File: config.mk
export PLATFORM = sky130hd
export DESIGN_NAME = hazard_scoreboard_flat
export DESIGN_NICKNAME = d
export VERILOG_FILES = /design/src/rtl/pipe_pkg.sv /design/src/rtl/hazard_scoreboard_if.sv /design/src/rtl/hazard_scoreboard_src_check.sv /design/src/rtl/hazard_scoreboard.sv /design/src/flat_wrapper.sv
export SDC_FILE = /design/constraint.sdc
export NUM_CORES = 1
export LEC_CHECK = 0
export ABC_CLOCK_PERIOD_IN_PS = 3300
export BUFFER_PORTS_ARGS = -buffer_cell sky130_fd_sc_hd__buf_2
export CAP_MARGIN = 20
export CORE_ASPECT_RATIO = 1.2
export CORE_MARGIN = 10
export CORE_UTILIZATION = 41
export CTS_BUF_LIST = sky130_fd_sc_hd__clkbuf_16
export DETAILED_ROUTE_END_ITERATION = 10
export SYNTH_ARGS = -nofsm -noshare
export SYNTH_HDL_FRONTEND = slang
export SYNTH_SLANG_ARGS = --single-unit
File: constraint.sdc
create_clock -name clk -period 3.3 [get_ports clk]
set_input_delay 0.165 -clock clk [delete_from_list [all_inputs] [get_ports clk]]
set_output_delay 0.165 -clock clk [all_outputs]
set_load 0.02 [all_outputs]
File: src/rtl/pipe_pkg.sv
// Shared pipeline constants for the hazard scoreboard: counter width,
// write-back latency and the operand-forwarding select encoding.
// Optional feature macro used by the files importing this package:
// HAZARD_FWD_EN (compile in operand forwarding instead of stalling).
package pipe_pkg;

    // Width of one per-register scoreboard counter.
    localparam int CNT_W = 2;

    typedef logic [CNT_W-1:0] cnt_t;
    typedef logic [1:0]       fwd_t;

    // Cycles from issue until an ALU result is committed to the regfile.
    localparam cnt_t WB_LAT = 2'd3;

    // Operand source selects driven towards the EX stage muxes.
    localparam fwd_t FWD_RF    = 2'd0;  // architectural register file
    localparam fwd_t FWD_EXMEM = 2'd1;  // EX/MEM pipeline register
    localparam fwd_t FWD_MEMWB = 2'd2;  // MEM/WB pipeline register
    localparam fwd_t FWD_WB    = 2'd3;  // write-back bypass

    // Map the remaining cycles-to-commit of a busy source onto the stage
    // that currently holds its value.
    function automatic fwd_t fwd_of_cnt(input cnt_t c);
        fwd_t f;
        case (c)
            2'd3:    f = FWD_EXMEM;
            2'd2:    f = FWD_MEMWB;
            2'd1:    f = FWD_WB;
            default: f = FWD_RF;
        endcase
        return f;
    endfunction

endpackage

File: src/rtl/hazard_scoreboard_if.sv
// Bundle of the ID-stage request and issue-control response signals
// between the decode stage (master) and the hazard scoreboard (slave).
//
// Handshake: this is a combinational request/grant, not a queued channel.
// The master holds id_valid and the id_* fields stable for the whole cycle;
// the slave answers in the same cycle. The instruction is consumed at the
// rising edge only when issue = 1. When stall = 1 the master must present
// the same instruction again next cycle. ex_hold freezes the whole exchange:
// nothing issues and no bubble is produced while it is high.
interface hazard_scoreboard_if #(
    parameter int RW = 5
);
    logic          id_valid;
    logic [RW-1:0] id_rs1;
    logic [RW-1:0] id_rs2;
    logic          id_data_src;
    logic [RW-1:0] id_write_select;
    logic          id_write_en;
    logic          ex_hold;

    logic          issue;
    logic          stall;
    logic          bubble;
    logic [1:0]    fwd_a;
    logic [1:0]    fwd_b;

    modport master (
        output id_valid, id_rs1, id_rs2, id_data_src,
               id_write_select, id_write_en, ex_hold,
        input  issue, stall, bubble, fwd_a, fwd_b
    );

    modport slave (
        input  id_valid, id_rs1, id_rs2, id_data_src,
               id_write_select, id_write_en, ex_hold,
        output issue, stall, bubble, fwd_a, fwd_b
    );

endinterface

File: src/rtl/hazard_scoreboard_src_check.sv
// Per-operand source check: looks up the scoreboard counter of one source
// register and reports whether it is still in flight and, when forwarding
// is compiled in (HAZARD_FWD_EN), which pipeline stage holds its value.
module src_check
    import pipe_pkg::*;
#(
    parameter int NREGS = 32,
    parameter int RW    = 5
) (
    input  logic [RW-1:0]          src_i,
    input  logic                   en_i,
    input  logic [NREGS*CNT_W-1:0] sb_i,
    output logic                   busy_o,
    output logic [1:0]             fwd_o
);

    cnt_t cnt_sel;

    // Pick this source's counter out of the flattened scoreboard.
    always_comb begin
        cnt_sel = sb_i[int'(src_i)*CNT_W +: CNT_W];
    end

    // Register 0 is hardwired zero and therefore never in flight.
    always_comb begin
        busy_o = en_i && (src_i != '0) && (cnt_sel != '0);
    end

`ifdef HAZARD_FWD_EN
    // A busy source is served from whichever stage currently holds it.
    always_comb begin
        fwd_o = busy_o ? fwd_of_cnt(cnt_sel) : FWD_RF;
    end
`else
    // Without forwarding every operand is read from the register file.
    always_comb begin
        fwd_o = FWD_RF;
    end
`endif

endmodule

File: src/rtl/hazard_scoreboard.sv
// Issue controller between IF/ID and EX. Tracks in-flight ALU writes in a
// per-register countdown scoreboard and decides every cycle whether the
// decoded instruction may issue or must stall with a bubble into EX.
// Optional feature: define HAZARD_FWD_EN to resolve busy sources through
// operand forwarding instead of stalling.
module hazard_scoreboard
    import pipe_pkg::*;
#(
    parameter int NREGS = 32,
    parameter int RW    = 5     // must equal $clog2(NREGS)
) (
    input  logic                   clk,
    input  logic                   rst,        // synchronous, active-low
    hazard_scoreboard_if.slave     bus,
    output logic [NREGS*CNT_W-1:0] dbg_cnt_o   // scoreboard contents
);

`ifdef HAZARD_FWD_EN
    localparam logic FWD_ON = 1'b1;
`else
    localparam logic FWD_ON = 1'b0;
`endif

    // Scoreboard: cycles remaining until the writer of each register commits.
    cnt_t cnt_q [NREGS];
    cnt_t cnt_d [NREGS];

    logic [NREGS*CNT_W-1:0] sb_vec;
    logic                   chk_a;
    logic                   chk_b;
    logic                   busy_a;
    logic                   busy_b;
    logic [1:0]             fwd_a_sel;
    logic [1:0]             fwd_b_sel;
    logic                   hazard;
    logic                   stall_w;
    logic                   issue_w;
    logic                   load_w;

    // Flatten the scoreboard so the source checkers can index it directly.
    always_comb begin
        sb_vec = '0;
        for (int r = 0; r < NREGS; r++) begin
            sb_vec[r*CNT_W +: CNT_W] = cnt_q[r];
        end
    end

    // rs1 is always read; rs2 is only read when B is not the immediate.
    always_comb begin
        chk_a = bus.id_valid;
        chk_b = bus.id_valid && !bus.id_data_src;
    end

    src_check #(
        .NREGS (NREGS),
        .RW    (RW)
    ) u_src_a (
        .src_i  (bus.id_rs1),
        .en_i   (chk_a),
        .sb_i   (sb_vec),
        .busy_o (busy_a),
        .fwd_o  (fwd_a_sel)
    );

    src_check #(
        .NREGS (NREGS),
        .RW    (RW)
    ) u_src_b (
        .src_i  (bus.id_rs2),
        .en_i   (chk_b),
        .sb_i   (sb_vec),
        .busy_o (busy_b),
        .fwd_o  (fwd_b_sel)
    );

    // Issue decision; a forwarded source is never a hazard. The check uses
    // the registered counters, so a self-dependency never blocks itself.
    always_comb begin
        hazard  = (busy_a || busy_b) && !FWD_ON;
        stall_w = bus.id_valid && (hazard || bus.ex_hold);
        issue_w = bus.id_valid && !stall_w;
        load_w  = issue_w && bus.id_write_en && (bus.id_write_select != '0);
    end

    // Drive the issue controls; no bubble is injected while EX is frozen.
    always_comb begin
        bus.issue  = issue_w;
        bus.stall  = stall_w;
        bus.bubble = stall_w && !bus.ex_hold;
        bus.fwd_a  = fwd_a_sel;
        bus.fwd_b  = fwd_b_sel;
    end

    // Next scoreboard: count down in-flight writes, then let a newly issued
    // writer reload its destination (youngest writer wins). Frozen on hold.
    always_comb begin
        for (int r = 0; r < NREGS; r++) begin
            cnt_d[r] = cnt_q[r];
            if (!bus.ex_hold) begin
                if (cnt_q[r] != '0) begin
                    cnt_d[r] = cnt_q[r] - 1'b1;
                end
                if (load_w && (bus.id_write_select == RW'(r))) begin
                    cnt_d[r] = WB_LAT;
                end
            end
        end
    end

    // Scoreboard register; reset discards every in-flight write.
    always_ff @(posedge clk) begin
        if (!rst) begin
            for (int r = 0; r < NREGS; r++) begin
                cnt_q[r] <= '0;
            end
        end else begin
            for (int r = 0; r < NREGS; r++) begin
                cnt_q[r] <= cnt_d[r];
            end
        end
    end

    // Expose the scoreboard for observation.
    always_comb begin
        dbg_cnt_o = sb_vec;
    end

endmodule
File: src/flat_wrapper.sv
// flat-port wrapper written by rule: the top's interface ports become plain ports
module hazard_scoreboard_flat import pipe_pkg::*;
#(
    parameter int NREGS = 32,
    parameter int RW    = 5                                
)
  (clk, rst, dbg_cnt_o, bus_id_valid, bus_id_rs1, bus_id_rs2, bus_id_data_src, bus_id_write_select, bus_id_write_en, bus_ex_hold, bus_issue, bus_stall, bus_bubble, bus_fwd_a, bus_fwd_b);
  hazard_scoreboard_if #(.RW(RW)) bus_i ();
  input  logic clk;
  input  logic rst;
  output logic [NREGS*CNT_W-1:0] dbg_cnt_o;
  input wire logic [$bits(bus_i.id_valid)-1:0] bus_id_valid;
  input wire logic [$bits(bus_i.id_rs1)-1:0] bus_id_rs1;
  input wire logic [$bits(bus_i.id_rs2)-1:0] bus_id_rs2;
  input wire logic [$bits(bus_i.id_data_src)-1:0] bus_id_data_src;
  input wire logic [$bits(bus_i.id_write_select)-1:0] bus_id_write_select;
  input wire logic [$bits(bus_i.id_write_en)-1:0] bus_id_write_en;
  input wire logic [$bits(bus_i.ex_hold)-1:0] bus_ex_hold;
  output wire logic [$bits(bus_i.issue)-1:0] bus_issue;
  output wire logic [$bits(bus_i.stall)-1:0] bus_stall;
  output wire logic [$bits(bus_i.bubble)-1:0] bus_bubble;
  output wire logic [$bits(bus_i.fwd_a)-1:0] bus_fwd_a;
  output wire logic [$bits(bus_i.fwd_b)-1:0] bus_fwd_b;
  assign bus_i.id_valid = bus_id_valid;
  assign bus_i.id_rs1 = bus_id_rs1;
  assign bus_i.id_rs2 = bus_id_rs2;
  assign bus_i.id_data_src = bus_id_data_src;
  assign bus_i.id_write_select = bus_id_write_select;
  assign bus_i.id_write_en = bus_id_write_en;
  assign bus_i.ex_hold = bus_ex_hold;
  assign bus_issue = bus_i.issue;
  assign bus_stall = bus_i.stall;
  assign bus_bubble = bus_i.bubble;
  assign bus_fwd_a = bus_i.fwd_a;
  assign bus_fwd_b = bus_i.fwd_b;
  hazard_scoreboard #(.NREGS(NREGS), .RW(RW)) u_core (.clk(clk), .rst(rst), .bus(bus_i), .dbg_cnt_o(dbg_cnt_o));
endmodule
==> results by group, run 1 <==
Die
  – Starting Density: 41.48%
  – Rows: 41
  – Io pins: 92
  – Core footprint: 0.01041 mm²
  – Die area: 0.01506 mm²
  – Die H: 132.4 µm
  – Die width: 113.7 µm

Finish
  – Inserted Diodes: 0
  – Post-route insts no fill: 766
  – Final nets: 685
  – Largest register by flop count: u_core.cnt_q
  – Largest regs: u_core.cnt_q: 64 flops
  – Synth-to-Final Area Change: 16.22%
  – Number of flip-flops in the largest register: 64
  – # fillers: 1041
  – Share of post-route cells with drive strength above 1: 17.90%
  – Post-Layout Inst Area: 0.005020 mm²

GRT
  – Initial antenna violation count: 1
  – Vias in the first global route: 4022
  – Largest net degree at the start of global routing: 65
  – Total GRT Usage: 16.90%
  – First-pass GRT wire length: 20.68 mm
  – Remaining global-route overflow: 0

Power and ir drop
  – Clock power share: 28.4%
  – Leak Pwr: 1.913 nW
  – Cell Int Power: 1.797 mW
  – Worst vdd ir: 241.9 µV
  – Pwr per Cell Area: 576.4 mW/mm²
  – Switching Share: 37.88%
  – Reg power frac: 36.1%
  – Total Power: 2.894 mW
  – Sw Pwr: 1.096 mW
  – Comb power frac: 35.5%

Route
  – Initial DRT Pass Iterations: 5
  – Via count: 4163
  – Final ANT Viol Nets: 0
  – Drt wl/cell: 16.86 µm
  – Detailed-route DRC error count: 0
  – Drt total wl: 12.92 mm
  – Vias per cell: 5.435
  – DRT iter0 DRCs: 184

Placement
  – Gpl congestion: 0.8950
  – Hpwl dp: 9.947 mm
  – Dpl ws: 871.3 ps
  – Cells after DPL: 750
  – IO buf count: 87
  – Placed Instance Area: 0.004765 mm²

Logic synthesis
  – Post-synthesis xor/xnor area fraction: 6.489%
  – Syn avg cell area: 7.768 µm²
  – Sequential area share after synthesis: 29.66%
  – Seq cells post-synth: 64
  – Synth area leader: dfxtp_1
  – Yosys cell types: 54
  – Post-Synth Simple-Gate Area: 21.87%
  – Multiplexer share of the synthesized area: 0.6083%
  – Number of enable flip-flop cells after synthesis: 0
  – Adder-Cell Fraction of Synth Area: 9.270%
  – YS warnings: 0
  – Mapped Cells: 556
  – FFs w/ async S/R, synth: 0%
  – Post-synthesis compound-gate area fraction: 21.73%
  – Top cells by area in the synthesized netlist: dfxtp_1 (30%), ha_1 (9.3%), xnor2_1 (6.5%)
  – Syn Std Cell Area: 0.004319 mm²
  – Top FF cell, synth: dfxtp_1
  – Synth top area share: 29.66%
  – Largest family of logic cells by synthesized area: simple AND/OR/NAND/NOR gates

STA
  – Setup Viol. Count Final: 0
  – Fmax: 374.8 MHz
  – RSZ-0062 raised after global routing: false
  – Pins Over Slew Limit: 0
  – Setup TNS: 0 ps
  – Rel. slew slack: 46.74%
  – Tcrit/Tclk final: 80.85%
  – Clock Skews: 6.052 ps
  – Final WS setup: 631.8 ps
  – Worst slew pin tran: 798.9 ps
  – Min Tclk post-route: 2668 ps
  – Final Hold Fails: 0

Setup path
  – Crit-path cells: nor2_1 > mux4_1 > a211o_1 > o22ai_1 > nor4_4 > a21boi_0 > buf_2
  – CP max stage delay: 500 ps
  – CP max stage cell: mux4_1
  – CP Buf/Inv Count: 1
  – Setup crit start kind: flip-flop
  – Worst EP required: 3130 ps
  – Critical path type: flip-flop to output pin
  – Worst Path Arrival: 2500 ps
  – Crit. End Element: output pin
  – Cell family with most CP delay: compound AO/OA/AOI/OAI gates
  – Critical path fanouts, max: 4

Clocking
  – CTS tree: done
  – Clk root buf: clkbuf_16
  – H-tree lvl count: 3
  – # hold bufs at CTS: 0
  – Post-cts sizing count: 0
  – Clk Latency, worst-skew pair: 330 ps
  – Clk sinks: 64
  – Number of buffers created by CTS: 9
  – CTS Buffer Depth: 2
  – Post-CTS Setup Inserts: 0
  – Clk pin slew, worst setup/hold paths: 50 ps

Outcome
  – Status: complete, no violations

Worst hold path
  – Worst Hold Class: input port to flip-flop

Job
  – Max_cap viols: 0
[power groups by stage]
stage	clock, mW	combinational (mW)	sequential [mW]
after CTS	0.830	1.04	1.05
after global placement	0	0.998	1.06
after floorplan	0	0.610	1.17
after detailed placement	0	1.03	1.06
after global routing	0.871	1.16	1.07
final	0.821	1.03	1.04
[cells by family after synthesis]
group,Yosys count
DFF,64
other,1
AOI/OAI and AO/OA,141
xor gates and xnor gates,32
muxes,1
adders and majority gates,32
buffers and inverters,97
and+or+nand+nor,188
[Yosys cell counts, types with 5 or more instances]
library cell   n
inv_1         69
dfxtp_1       64
nand2_1       57
nor2_1        56
o21ai_0       37
ha_1          32
xnor2_1       32
a21boi_1      18
o211ai_1      17
nor3_1        15
o21ai_1       14
a21boi_0      13
clkbuf_1      12
nand4_1       11
nor3b_1        8
a31oi_1        7
buf_4          7
nand3_1        7
nor4_1         7
a21oi_1        6
buf_6          6
a32oi_1        5
o2111ai_1      5
[final cells by class]
cell class              count  area, µm²  area share (%)
clock buffers               9      225.2           4.487
well taps                 129      161.4           3.215
inverters                  69      259.0           5.160
flip-flops and latches     64       1281           25.52
clock inverters             7      30.03          0.5982
repair buffers             90      457.9           9.123
multi-input cells         398       2605           51.89
[metal layers]
metal	vias up	GRT usage (%)	part of all wire (%)
met1	1976	20.04	43
met2	92	28.94	49
met4	2	5.508	1.4
met3	16	4.025	6.3
li1	2077	-	-
met5	-	0	0.085
[worst register-to-register path, stage by stage (launching register included)]
cell	delay [ps]
dfxtp_1	350
o41ai_1	340
a31oi_1	70
a22oi_1	250
o22ai_1	150
nor4_4	340
buf_4	300
nand3_2	210
o21ai_0	240
[final timing paths]
path,cells past startpoint,end,from,slack (ps)
worst max-delay path,7,bus_stall,u_core.cnt_q[5][5]$_SDFFE_PN0P_,630
worst min register to register,2,u_core.cnt_q[7][3]$_SDFFE_PN0P_,u_core.cnt_q[7][3]$_SDFFE_PN0P_,570
worst max register to register,8,u_core.cnt_q[7][4]$_SDFFE_PN0P_,u_core.cnt_q[0][2]$_SDFFE_PN0P_,970
worst min-delay path,4,u_core.cnt_q[1][5]$_SDFFE_PN0P_,bus_id_write_select[4],260
[cells in the final DEF (no fill, tap or decap), types with 4 or more instances in the layout]
master / n
inv_1: 70
nand4_1: 11
xnor2_1: 32
a21boi_0: 13
nor3b_1: 8
nor3_1: 15
dfxtp_1: 64
conb_1: 4
nand2_1: 57
nor4_1: 7
a21oi_1: 6
o21ai_1: 14
o21ai_0: 37
buf_2: 87
a21boi_1: 18
nor2_1: 56
o2111ai_1: 5
a32oi_1: 5
nand3_1: 7
o211ai_1: 17
a31oi_1: 7
nor4b_1: 4
nor2b_1: 4
clkbuf_16: 9
ha_1: 32
[per-stage QoR]
stage,utilization [%],hold WS [ps]
after floorplan,-,400.6
after global placement,45.75,557.3
after detailed placement,45.75,562.1
after CTS,48.20,263.0
after global routing,48.20,300.7
final,48.20,258.9
No activity file was read; power rests on OpenSTA's default activity.
==> run 2, diff against run 1 <==
Settings changed: ABC_CLOCK_PERIOD_IN_PS 3300 to 2100, PLACE_DENSITY set to 0.65.
Clock period 3.3 ns to 2.1 ns, I/O delays scaled along.
==> results by group, run 2 (same netlist as run 1, synthesis figures left out) <==
GRT
  – Remaining global-route overflow: 0 (unchanged)
  – Vias in the first global route: 4641 (+15%)
  – Largest net degree at the start of global routing: 34 (-48%)
  – Initial antenna violation count: 1 (unchanged)
  – Total GRT Usage: 18.50% (+1.6 points)
  – First-pass GRT wire length: 22.68 mm (+9.7%)

Outcome
  – Failing checks: negative setup slack
  – Status: complete, but fails checks

Clocking
  – H-tree lvl count: 3 (unchanged)
  – Clk sinks: 64 (unchanged)
  – Clk pin slew, worst setup/hold paths: 50 ps (about the same)
  – Number of buffers created by CTS: 9 (unchanged)
  – CTS tree: done
  – CTS Buffer Depth: 2 (unchanged)
  – Clk root buf: clkbuf_16
  – # hold bufs at CTS: 0 (unchanged)
  – Clk Latency, worst-skew pair: 340 ps (about the same)

Job
  – Max_cap viols: 0 (unchanged)

Power and ir drop
  – Pwr per Cell Area: 867.9 mW/mm² (+51%)
  – Cell Int Power: 3.046 mW (+69%)
  – Reg power frac: 32.5% (-3.6 points)
  – Leak Pwr: 2.260 nW (+18%)
  – Sw Pwr: 1.835 mW (+67%)
  – Comb power frac: 41.0% (+5.5 points)
  – Total Power: 4.881 mW (+69%)
  – Worst vdd ir: 411.0 µV (+70%)
  – Switching Share: 37.60% (-0.28 points)
  – Clock power share: 26.5% (-1.9 points)

STA
  – Tcrit/Tclk final: 114.3%
  – Worst slew pin tran: 1099 ps (+300.1 ps)
  – Fmax: 416.7 MHz
  – Pins Over Slew Limit: 0 (unchanged)
  – Setup Viol. Count Final: 65 (+65)
  – RSZ-0062 raised after global routing: true
  – Final Hold Fails: 0 (unchanged)
  – Min Tclk post-route: 2400 ps
  – Clock Skews: 3.139 ps (-2.913 ps)
  – Final WS setup: -299.7 ps (-931.5 ps)
  – Rel. slew slack: 26.17% (-21 points)

Route
  – Via count: 4574 (+9.9%)
  – Initial DRT Pass Iterations: 6 (+1)
  – Detailed-route DRC error count: 0 (unchanged)
  – Drt total wl: 14.27 mm (+10%)
  – Drt wl/cell: 17.43 µm (+3.3%)
  – DRT iter0 DRCs: 292 (+59%)
  – Final ANT Viol Nets: 0 (unchanged)
  – Vias per cell: 5.585 (+2.8%)

Finish
  – Final Util: 54.01% (+5.8 points)
  – Largest register by flop count: u_core.cnt_q
  – Post-Layout Inst Area: 0.005624 mm² (+12%)
  – Largest regs: u_core.cnt_q: 64 flops
  – Most frequent cells in the layout: buf_2 (84), inv_1 (73), nand2_1 (57), nor2_1 (56), dfxtp_1 (56)
  – Share of post-route cells with drive strength above 1: 28.01% (+10 points)
  – Number of flip-flops in the largest register: 64 (unchanged)
  – Final nets: 738 (+7.7%)
  – Synth-to-Final Area Change: 30.21%
  – # fillers: 998 (-4.1%)
  – Commonest non-fill, non-tap cell in the layout: buf_2

Setup path
  – Critical path fanouts, max: 4 (unchanged)
  – Worst Path Arrival: 2290 ps (-210 ps)
  – CP max stage delay: 390 ps (-110 ps)
  – CP Buf/Inv Count: 2 (+1)
  – Cell family with most CP delay: simple AND/OR/NAND/NOR gates
  – FF-to-FF setup slack: -180 ps (-1150 ps)
  – Setup crit start kind: flip-flop
  – Worst EP required: 2000 ps (-1130 ps)
  – CP max stage cell: nor4_4
  – Crit-path cells: nor4_1 > a311oi_1 > a32oi_1 > o211ai_1 > nor4_4 > buf_12 > and3_4 > buf_6
  – Critical path type: flip-flop to output pin
  – Crit. End Element: output pin

Placement
  – Dpl ws: -98.33 ps (-969.7 ps)
  – IO buf count: 87 (unchanged)
  – Hpwl dp: 10.70 mm (+7.6%)
  – Placed Instance Area: 0.005172 mm² (+8.6%)
  – Gpl congestion: 0.9048 (+1.1%)

Worst hold path
  – Worst Hold Class: input port to flip-flop

Die
  – Die width: 113.7 µm (unchanged)
  – Core footprint: 0.01041 mm² (unchanged)
  – Io pins: 92 (unchanged)
  – Starting Density: 41.48% (unchanged)
  – Die area: 0.01506 mm² (unchanged)
  – Rows: 41 (unchanged)
  – Die H: 132.4 µm (unchanged)
==> run 2: cell count changes in the layout (fill, tap and decap cells not counted), moves of 8 or more <==
cell / change
dfxtp_2: +8
o21ai_1: +9
a21boi_1: +12
dfxtp_1: -8
buf_6: +8
o21ai_0: -17
a21boi_0: -13
buf_4: +45
o21ai_2: +8
==> run 2: worst register-to-register path, cell delays in order, from the launching register on <==
cell	delay, ps
dfxtp_1	310
nor4_1	280
a311oi_1	80
a32oi_1	240
o211ai_1	210
nor4_4	390
buf_12	160
buf_4	120
buf_6	120
nand3_4	150
o21ai_2	170
==> run 2: per-layer routing <==
metal | routed length (µm) | track usage, % | up-vias
met5 | 0 | 0 | -
met4 | 478 | 8.686 | 0
met3 | 1227 | 5.699 | 41
met2 | 6822 | 30.59 | 183
met1 | 5743 | 21.06 | 2166
li1 | - | - | 2184
==> run 2: area by class of cell <==
type / count / area (µm²) / share of cell area (%)
diodes: 1 / 2.502 / 0.04449
repair buffers: 143 / 943.4 / 16.77
clock buffers: 9 / 225.2 / 4.004
inverters: 69 / 259.0 / 4.605
flip-flops and latches: 64 / 1291 / 22.96
multi-input cells: 398 / 2719 / 48.34
clock inverters: 6 / 22.52 / 0.4004
well taps: 129 / 161.4 / 2.870
==> run 2: per-stage QoR <==
| step | hold slack (ps) | setup TNS, ps | instances |
|---|---|---|---|
| 2_1_floorplan | 340.6 | 0 | 559 |
| 3_3_place_gp | 558.9 | -206.2 | 798 |
| 3_5_place_dp | 564.7 | -840.6 | 798 |
| 4_1_cts | 217.7 | -8184 | 818 |
| 5_1_grt | 249.9 | -14130 | 818 |
| 6_report | 230.1 | -8496 | 819 |
==> run 2: power by group through the flow <==
stage               logic, mW  registers, mW  clock network (mW)
finish                   2.00           1.59                1.29
global route             2.22           1.61                1.36
CTS                      1.99           1.58                1.31
detailed placement       1.88           1.60                   0
global placement         1.82           1.59                   0
floorplan               0.964           1.85                   0
==> run 2: worst paths after layout <==
check                                         end                             from  depth (start not counted)
hold / removal    u_core.cnt_q[1][7]$_SDFFE_PN0P_           bus_id_write_select[4]                          4
setup / recovery                        bus_issue  u_core.cnt_q[2][1]$_SDFFE_PN0P_                          8
hold reg to reg   u_core.cnt_q[3][5]$_SDFFE_PN0P_  u_core.cnt_q[3][5]$_SDFFE_PN0P_                          2
setup reg to reg  u_core.cnt_q[5][0]$_SDFFE_PN0P_  u_core.cnt_q[2][1]$_SDFFE_PN0P_                         10
==> run 2: what timing repair did <==
item / in CTS / in global routing
gates resized for setup: 52 / 12
pin swaps: 22 / 6
endpoints found under the setup margin: 30 / 65
cloned: 1 / 0
buffers inserted: 4 / 0
==> run 3, diff against run 2 <==
--- a/config.mk
+++ b/config.mk
@@ -14,4 +14,6 @@
 export CTS_BUF_LIST = sky130_fd_sc_hd__clkbuf_16
+export CTS_CLUSTER_SIZE = 20
 export DETAILED_ROUTE_END_ITERATION = 10
 export PLACE_DENSITY = 0.65
+export SKIP_CTS_REPAIR_TIMING = 1
 export SYNTH_ARGS = -nofsm -noshare
==> constraint.sdc (replaced) <==
create_clock -name clk -period 2.1 [get_ports clk]
set_input_delay 0.42 -clock clk [delete_from_list [all_inputs] [get_ports clk]]
set_output_delay 0.42 -clock clk [all_outputs]
set_load 0.02 [all_outputs]
==> results by group, run 3 (same netlist as run 1, synthesis figures left out) <==
Setup path
  – Worst Path Arrival: 2200 ps (-90 ps)
  – Critical path fanouts, max: 3 (-1)
  – R2R Path End: u_core.cnt_q[4][1]$_SDFFE_PN0P_
  – Worst EP required: 1680 ps (-320 ps)
  – FF-to-FF setup slack: -200 ps (-20 ps)
  – Reg2Reg Depth: 9 (-1)
  – Crit. End Element: output pin
  – Setup crit start kind: flip-flop
  – Critical path type: flip-flop to output pin
  – R2r startpoint: u_core.cnt_q[1][1]$_SDFFE_PN0P_

STA
  – Final WS setup: -519.0 ps (-219.3 ps)
  – Clock Skews: 9.017 ps (+5.878 ps)
  – RSZ-0062 raised after global routing: true
  – Fmax: 381.8 MHz (-8.4%)
  – Worst slew pin tran: 1059 ps (-39.50 ps)
  – Pins Over Slew Limit: 0 (unchanged)
  – Min Tclk post-route: 2619 ps (+219.3 ps)
  – Setup Viol. Count Final: 65 (unchanged)
  – Tcrit/Tclk final: 124.7% (+10 points)
  – Final Hold Fails: 0 (unchanged)
  – Rel. slew slack: 28.83% (+2.7 points)

Die
  – Die width: 113.7 µm (unchanged)
  – Die H: 132.4 µm (unchanged)
  – Starting Density: 41.48% (unchanged)
  – Core footprint: 0.01041 mm² (unchanged)
  – Die area: 0.01506 mm² (unchanged)
  – Io pins: 92 (unchanged)
  – Rows: 41 (unchanged)

Clocking
  – Clk Latency, worst-skew pair: 340 ps (about the same)
  – H-tree lvl count: 3 (unchanged)
  – Clk root buf: clkbuf_16
  – Clk sinks: 64 (unchanged)
  – Number of buffers created by CTS: 9 (unchanged)
  – CTS Buffer Depth: 2 (unchanged)
  – CTS tree: done
  – Clk pin slew, worst setup/hold paths: 50 ps (about the same)

Finish
  – Commonest non-fill, non-tap cell in the layout: buf_4
  – Number of flip-flops in the largest register: 64 (unchanged)
  – Most frequent cells in the layout: buf_4 (109), buf_2 (80), inv_1 (70), nand2_1 (57), nor2_1 (55)
  – Inserted Diodes: 0 (-1)
  – Post-Layout Inst Area: 0.006097 mm² (+8.4%)
  – Largest register by flop count: u_core.cnt_q
  – Post-route insts no fill: 875 (+6.8%)
  – Largest regs: u_core.cnt_q: 64 flops
  – Share of post-route cells with drive strength above 1: 34.58% (+6.6 points)
  – # fillers: 948 (-5.0%)
  – Final nets: 795 (+7.7%)
  – Synth-to-Final Area Change: 41.16%

Power and ir drop
  – Leak Pwr: 2.552 nW (+13%)
  – Worst vdd ir: 489.0 µV (+19%)
  – Pwr per Cell Area: 867.5 mW/mm² (about the same)

Placement
  – IO buf count: 87 (unchanged)
  – Hpwl dp: 11.25 mm (+5.1%)
  – Gpl congestion: 0.8712 (-3.7%)
  – Placed Instance Area: 0.005677 mm² (+9.7%)
  – Cells after DPL: 860 (+7.8%)

Route
  – Drt wl/cell: 16.16 µm (-7.3%)
  – Via count: 4684 (+2.4%)
  – Detailed-route DRC error count: 0 (unchanged)
  – Initial DRT Pass Iterations: 4 (-2)
  – Vias per cell: 5.353 (-4.1%)
  – Drt total wl: 14.14 mm (-0.93%)
  – DRT iter0 DRCs: 192 (-34%)
  – Final ANT Viol Nets: 0 (unchanged)

Worst hold path
  – Worst Hold End: u_core.cnt_q[2][0]$_SDFFE_PN0P_
  – Hold Path Cell Cnt: 4 (unchanged)
  – Worst Hold Class: input port to flip-flop
  – Hold path start: bus_id_write_select[1]

GRT
  – First-pass GRT wire length: 23.14 mm (+2.0%)
  – Remaining global-route overflow: 0 (unchanged)
  – Largest net degree at the start of global routing: 35 (+2.9%)
  – Total GRT Usage: 18.58% (+0.083 points)
  – Vias in the first global route: 4846 (+4.4%)
  – Initial antenna violation count: 0 (-1)

Outcome
  – Failing checks: negative setup slack
  – Status: complete, but fails checks

Job
  – Max_cap viols: 0 (unchanged)
==> run 3: changes by cell type in the layout (fill, tap and decap cells not counted), moves of 8 or more <==
cell	before	now
a21boi_0	0	12
o21ai_0	20	32
buf_4	48	109
a21boi_1	30	18
o21ai_2	10	2
==> run 3: cell type report <==
cell class	count	area, µm²	share of cell area [%]
Clock buffer	9	225.2	3.694
Clock inverter	6	76.32	1.252
Inverter	69	259.0	4.248
Multi-Input combinational cell	398	2736	44.88
Sequential cell	64	1295	21.24
Tap cell	129	161.4	2.647
Timing Repair Buffer	200	1344	22.04
==> run 3: worst max path at each step <==
| stage | end | depth (start not counted) | start | slack [ps] |
|---|---|---|---|---|
| 2_1_floorplan | bus_issue | 8 | bus_id_rs1[1] | -240 |
| 3_3_place_gp | bus_bubble | 8 | bus_id_rs1[0] | -510 |
| 3_5_place_dp | bus_bubble | 8 | bus_id_rs1[0] | -540 |
| 4_1_cts | bus_bubble | 8 | u_core.cnt_q[5][5]$_SDFFE_PN0P_ | -590 |
| 5_1_grt | bus_bubble | 8 | u_core.cnt_q[1][4]$_SDFFE_PN0P_ | -630 |
| 6_report | bus_bubble | 9 | u_core.cnt_q[1][1]$_SDFFE_PN0P_ | -520 |
==> run 3: per-layer routing <==
metal / routed length, µm / part of all wire, % / global-route usage, %
met1: 5801 / 41 / 20.90
met2: 7197 / 51 / 33.11
met3: 765 / 5.4 / 3.709
met4: 374 / 2.6 / 7.274
met5: 0 / 0 / 0
==> run 3: power by group <==
part / total [mW] / switching, mW / internal, mW
Clock: 1.54 / 0.520 / 1.02
Combinational: 2.19 / 1.20 / 0.993
Sequential: 1.56 / 0.144 / 1.42
Total: 5.29 / 1.86 / 3.43
==> run 3: metrics by stage <==
step	TNS [ps]	hold slack [ps]	utilization [%]	power, mW	worst slack (ps)
2_1_floorplan	-624.3	580.0	-	2.830	-239.0
3_3_place_gp	-22040	558.3	54.51	3.630	-508.6
3_5_place_dp	-26750	567.3	54.51	3.713	-542.0
4_1_cts	-9092	532.1	57.41	5.260	-593.9
5_1_grt	-17830	569.8	58.55	5.622	-633.6
6_report	-7611	535.4	58.55	5.289	-519.0
==> run 3: worst max-delay path, stage by stage, from the launching register on <==
cell,delay (ps)
dfxtp_1,320
buf_4,140
nor3_2,190
o21ai_1,110
a22oi_2,200
o22ai_2,140
nor4_4,360
buf_4,210
nor3b_4,50
buf_6,150
